**src/rtl/keypad_scan.sv**
```systemverilog
// 4x4 key matrix scanner with a per-key debounce. Rows are driven one at a time, and a row's columns are sampled after SCAN_DIV-1 settle cycles.
// Latency: a key flips one cycle after its DEBOUNCE_SCANS-th agreeing sample. There is no backpressure. Optional macro KEYPAD_REMAP_EN selects the COSMAC hex layout.
module keypad_scan #(
    parameter int SCAN_DIV       = 1000,
    parameter int DEBOUNCE_SCANS = 8
) (
    input  logic        i_clk,
    input  logic        i_reset,
    output logic [3:0]  o_row_n,
    input  logic [3:0]  i_col_n,
    output logic [15:0] o_keypad_matrix,
    output logic        o_any_key,
    output logic        o_frame_tick
);
    localparam int DW = (SCAN_DIV > 1) ? $clog2(SCAN_DIV) : 1;

    logic [DW-1:0] r_div_cnt;
    logic [1:0]    r_row;
    logic [3:0]    r_row_n;
    logic [3:0]    r_col_s1;
    logic [3:0]    r_col_s2;
    logic [15:0]   r_state;
    logic [7:0]    r_cnt [16];
    logic          r_any;
    logic          r_frame_tick;

    logic          w_sample;
    logic [3:0]    w_raw;
    logic [3:0]    w_key [4];

    // Physical position {row, col} to the key number that is stored in the debounce state.
    function automatic logic [3:0] f_key(input logic [3:0] pos);
`ifdef KEYPAD_REMAP_EN
        case (pos)
            4'd0:    return 4'h1;
            4'd1:    return 4'h2;
            4'd2:    return 4'h3;
            4'd3:    return 4'hC;
            4'd4:    return 4'h4;
            4'd5:    return 4'h5;
            4'd6:    return 4'h6;
            4'd7:    return 4'hD;
            4'd8:    return 4'h7;
            4'd9:    return 4'h8;
            4'd10:   return 4'h9;
            4'd11:   return 4'hE;
            4'd12:   return 4'hA;
            4'd13:   return 4'h0;
            4'd14:   return 4'hB;
            default: return 4'hF;
        endcase
`else
        return pos;
`endif
    endfunction

    assign w_sample = (r_div_cnt == DW'(SCAN_DIV - 1));
    assign w_raw    = ~r_col_s2;

    always_comb begin
        for (int c = 0; c < 4; c++) begin
            w_key[c] = f_key({r_row, 2'(c)});
        end
    end

    always_ff @(posedge i_clk or posedge i_reset) begin
        if (i_reset) begin
            r_div_cnt    <= '0;
            r_row        <= 2'd0;
            r_row_n      <= 4'b1110;
            r_col_s1     <= 4'b1111;
            r_col_s2     <= 4'b1111;
            r_frame_tick <= 1'b0;
        end else begin
            r_col_s1     <= i_col_n;
            r_col_s2     <= r_col_s1;
            r_frame_tick <= w_sample && (r_row == 2'd3);
            if (w_sample) begin
                r_div_cnt <= '0;
                r_row     <= r_row + 2'd1;
                r_row_n   <= {r_row_n[2:0], r_row_n[3]};
            end else begin
                r_div_cnt <= r_div_cnt + 1'b1;
            end
        end
    end

    // Only the four keys of the row being sampled are touched on a sample cycle.
    always_ff @(posedge i_clk or posedge i_reset) begin
        if (i_reset) begin
            r_state <= '0;
            r_any   <= 1'b0;
            for (int k = 0; k < 16; k++) begin
                r_cnt[k] <= 8'd0;
            end
        end else begin
            r_any <= |r_state;
            if (w_sample) begin
                for (int c = 0; c < 4; c++) begin
                    if (w_raw[c] == r_state[w_key[c]]) begin
                        r_cnt[w_key[c]] <= 8'd0;
                    end else if (r_cnt[w_key[c]] == 8'(DEBOUNCE_SCANS - 1)) begin
                        r_state[w_key[c]] <= w_raw[c];
                        r_cnt[w_key[c]]   <= 8'd0;
                    end else begin
                        r_cnt[w_key[c]] <= r_cnt[w_key[c]] + 8'd1;
                    end
                end
            end
        end
    end

    assign o_row_n         = r_row_n;
    assign o_keypad_matrix = r_state;
    assign o_any_key       = r_any;
    assign o_frame_tick    = r_frame_tick;
endmodule

```
**config.mk**
```make
export PLATFORM = sky130hd
export DESIGN_NAME = keypad_scan
export DESIGN_NICKNAME = d
export VERILOG_FILES = /design/src/rtl/keypad_scan.sv
export SDC_FILE = /design/constraint.sdc
export NUM_CORES = 1
export LEC_CHECK = 0
export CAP_MARGIN = 25
export CORE_ASPECT_RATIO = 0.8
export CORE_MARGIN = 5
export CORE_UTILIZATION = 40
export CTS_BUF_LIST = sky130_fd_sc_hd__clkbuf_16
export CTS_CLUSTER_SIZE = 30
export DETAILED_ROUTE_END_ITERATION = 10
export DONT_BUFFER_PORTS = 1
export PLACE_DENSITY = 0.66
export SLEW_MARGIN = 10
export SYNTH_ARGS = -nofsm -noshare
export SYNTH_HDL_FRONTEND = slang
export SYNTH_SLANG_ARGS = --single-unit
```
**constraint.sdc**
```tcl
create_clock -name i_clk -period 5.5 [get_ports i_clk]
set_input_delay 1.1 -clock i_clk [delete_from_list [all_inputs] [get_ports i_clk]]
set_output_delay 1.1 -clock i_clk [all_outputs]
set_load 0.05 [all_outputs]
```
==> impl_metrics.py <==
metrics = {
    "run_status": {
        "status": "completed",
    },
    "clocking": {
        "insertion_delay_ns": 0.43,
        "cts_tree": "done",
        "cts_buffers": 17,
        "cts_hold_buf": 0,
        "root_buffer": "clkbuf_16",
        "clk_path_buf_depth": 2,
        "clkTransAtPathRegs_ns": 0.07,
        "cts_setup_buffers": 0,
        "cts_num_sinks": 170,
        "cts_htree_levels": 4,
        "cts_resized": 0,
    },
    "placed_design": {
        "gp_congestion": 0.790,
        "port-buffer-count": 0,
        "place_inst": 930,
        "post_dp_cell_area_sq_um": 8200,
        "place_ws_ns": 2.09,
        "hpwl_mm": 11.0,
    },
    "global_route": {
        "grt_pass1_vias": 5567,
        "grt_overflow": 0,
        "grt_max_degree": 171,
        "grt_usage_pct": 16.7,
        "grt_antenna_before_repair": 0,
        "grt_pass1_wl_mm": 30.5,
    },
    "logic_synthesis": {
        "async_flop_share_pct": 100,
        "synthMostInstantiatedCell": "dfrtp_1",
        "synth_largest_area_cell": "dfrtp_1",
        "synth_top_family_by_area": "simple AND/OR/NAND/NOR gates",
        "synth_area_sq_um": 7950,
        "syn_avg_cell_area_sq_um": 11.5,
        "synth_fa_ha_area_share_pct": 1.42,
        "synthTopCellsByCount": "dfrtp_1, nand2_1, o21ai_0, mux4_2, o21ai_1",
        "synthFlopType": "dfrtp_1",
        "synth.area.mux_share_pct": 12.3,
        "synthSimpleGateAreaFrac_pct": 13.0,
        "synthXorXnorAreaFrac_pct": 4.17,
        "synth_area_leaders": "dfrtp_1, mux4_2, nand2_1, o21ai_0, dfstp_2",
        "syn_nets": 706,
        "yosysWarnings": 0,
        "yosysSeqAreaShare_pct": 53.7,
        "synth_compound_area_share_pct": 12.9,
        "synth.distinct_cells": 45,
        "syn_inst": 691,
        "synth-seq-cells": 170,
        "synth_top_area_share_pct": 50.0,
        "synth-edff-count": 0,
    },
    "route": {
        "drc": 0,
        "routed_wl_mm": 18.1,
        "via_per_inst": 5.73,
        "wl_per_cell_um": 18.8,
        "drtAntennaViolNets": 0,
        "drt_iter0_markers": 496,
        "dr.pass1.iters": 5,
        "num_vias": 5510,
    },
    "timing": {
        "worst_slew_pin_slew_ns": 1.02,
        "tns_ns": 0,
        "fin_skew_ns": 0.0145,
        "clock.fmax_mhz": 294,
        "finalSetupViolCount": 0,
        "rsz0062_at_grt": "no",
        "maxSlewViolCount": 0,
        "fin_crit_sh_pct": 61.8,
        "setup_slack_ns": 2.10,
        "min_period_ns": 3.40,
        "hold_violations": 0,
        "max_slew_margin_pct": 31.9,
    },
    "worst_setup_path": {
        "worstPathRequired_ns": 5.80,
        "crit_type": "flop to flop",
        "reg2regPathDepth": 8,
        "reg2reg_from": "r_row[1]",
        "crit_chain": "buf_4, mux4_2, ha_1, nand2_1, o22ai_1, and4bb_2, nand3b_1, o21ai_0",
        "crit_slowest_cell": "dfrtp_2",
        "path_buf_inv": 1,
        "crit_start": "r_row[1]",
        "path_depth": 8,
        "worstSetupEndpointType": "flop",
        "crit_family": "flip-flops",
        "critPathMaxStageDelay_ns": 1.04,
        "crit_fanout": 35,
        "crit_arrival_ns": 3.70,
        "critPathLaunchType": "flop",
    },
    "die": {
        "io_pins": 28,
        "rows": 46,
        "start_util_pct": 40.4,
        "die-area_sq_um": 22800,
        "die_w_um": 168,
        "die_h_um": 136,
        "core-area_sq_um": 19700,
    },
    "run": {
        "maxCapViolCount": 0,
    },
    "power_and_ir_drop": {
        "powerDensity_nw_per_um2": 294,
        "power.leakage_nw": 3.54,
        "ir_drop_mv": 0.255,
    },
    "finish": {
        "fin_cells": 962,
        "area_delta_synth_final_pct": 11.1,
        "postLayoutCellArea_sq_um": 8840,
        "fin_nets": 700,
        "num_antenna_cells": 0,
        "drive_above_1_share_pct": 16.3,
    },
    "hold_path": {
        "hold_path_depth": 0,
        "hp-class": "flop to flop",
        "hp-start": "r_col_s1[1]",
    },
}
[layout make-up]
cell class / instances / area (sq um)
Timing Repair Buffer: 8 / 72.6
Fill cell: 1802 / 10800
Tap cell: 264 / 330
Clock buffer: 17 / 425
Sequential cell: 170 / 4270
Clock inverter: 15 / 213
Inverter: 8 / 33.8
Multi-Input combinational cell: 480 / 3490
[stage by stage]
stage          total power, W  utilization, %  hold slack (ns)
2_1_floorplan         0.00131               -            0.345
3_3_place_gp          0.00132            41.7            0.346
3_5_place_dp          0.00132            41.7            0.349
4_1_cts               0.00261            44.9            0.359
5_1_grt               0.00268            44.9            0.365
6_report              0.00260            44.9            0.358
[worst reg2reg max path: stages (launching register included)]
cell	delay [ns]
dfrtp_2	1.04
buf_4	0.41
mux4_2	0.26
ha_1	0.21
nand2_1	0.07
o22ai_1	0.32
and4bb_2	0.50
nand3b_1	0.32
o21ai_0	0.14
[state kept, by name, indices dropped and copies added (netlist names)]
| name | cells |
|---|---|
| o_any_key | 1 |
| r_div_cnt | 10 |
| r_row | 2 |
| o_frame_tick | 1 |
| r_col_s2 | 4 |
| r_col_s1 | 4 |
| o_row_n | 4 |
| r_cnt | 128 |
| o_keypad_matrix | 16 |
[layout by cell type, fill, tap and decap left out, types with 4 or more instances in the layout]
cell type / count
inv_1: 8
ha_1: 9
nor4_1: 4
nand3_1: 9
a41oi_1: 16
clkbuf_16: 17
nand2_1: 131
nor3_1: 5
nand2b_1: 8
nor3b_1: 5
o21ai_0: 82
nand3_2: 4
a31oi_1: 16
inv_6: 4
xor2_1: 15
dfrtp_1: 157
xnor2_1: 16
nand4_1: 5
dfstp_2: 11
buf_4: 7
or2_2: 4
mux4_2: 36
bufinv_16: 4
nor2_1: 20
a22o_1: 16
o21ai_1: 30
clkinvlp_4: 4
nand3b_1: 8
mux2_2: 8
mux2i_1: 8
[worst paths after layout]
path	to	slack, ns
worst max-delay path	r_cnt[102]	2.10
worst min-delay path	r_col_s2[1]	0.36
worst max register to register	r_cnt[102]	2.10
worst min register to register	r_col_s2[1]	0.36
max in group asynchronous	r_cnt[38]	3.97
min in group asynchronous	r_cnt[21]	0.75
[kinds of logic after synthesis]
kind of cell	Yosys count
compound gates	169
xor+xnor	34
fa+ha+maj	9
buf+inv	41
flops	170
mux	52
simple gates	216
[layer usage]
metal / GRT usage, % / part of all wire, %
met5: 0 / 0
met4: 4.19 / 1.1
met3: 4.62 / 6.1
met1: 24.5 / 49
met2: 24.7 / 44
[where the power goes]
group | internal, W | switching [W] | leakage [nW]
combinational | 0.00000543 | 0.0000292 | 0.918
clock | 0.000771 | 0.000533 | 0.306
sequential | 0.00126 | 0.00000357 | 2.32
total | 0.00203 | 0.000565 | 3.54
No activity file was read; power rests on OpenSTA's default activity.
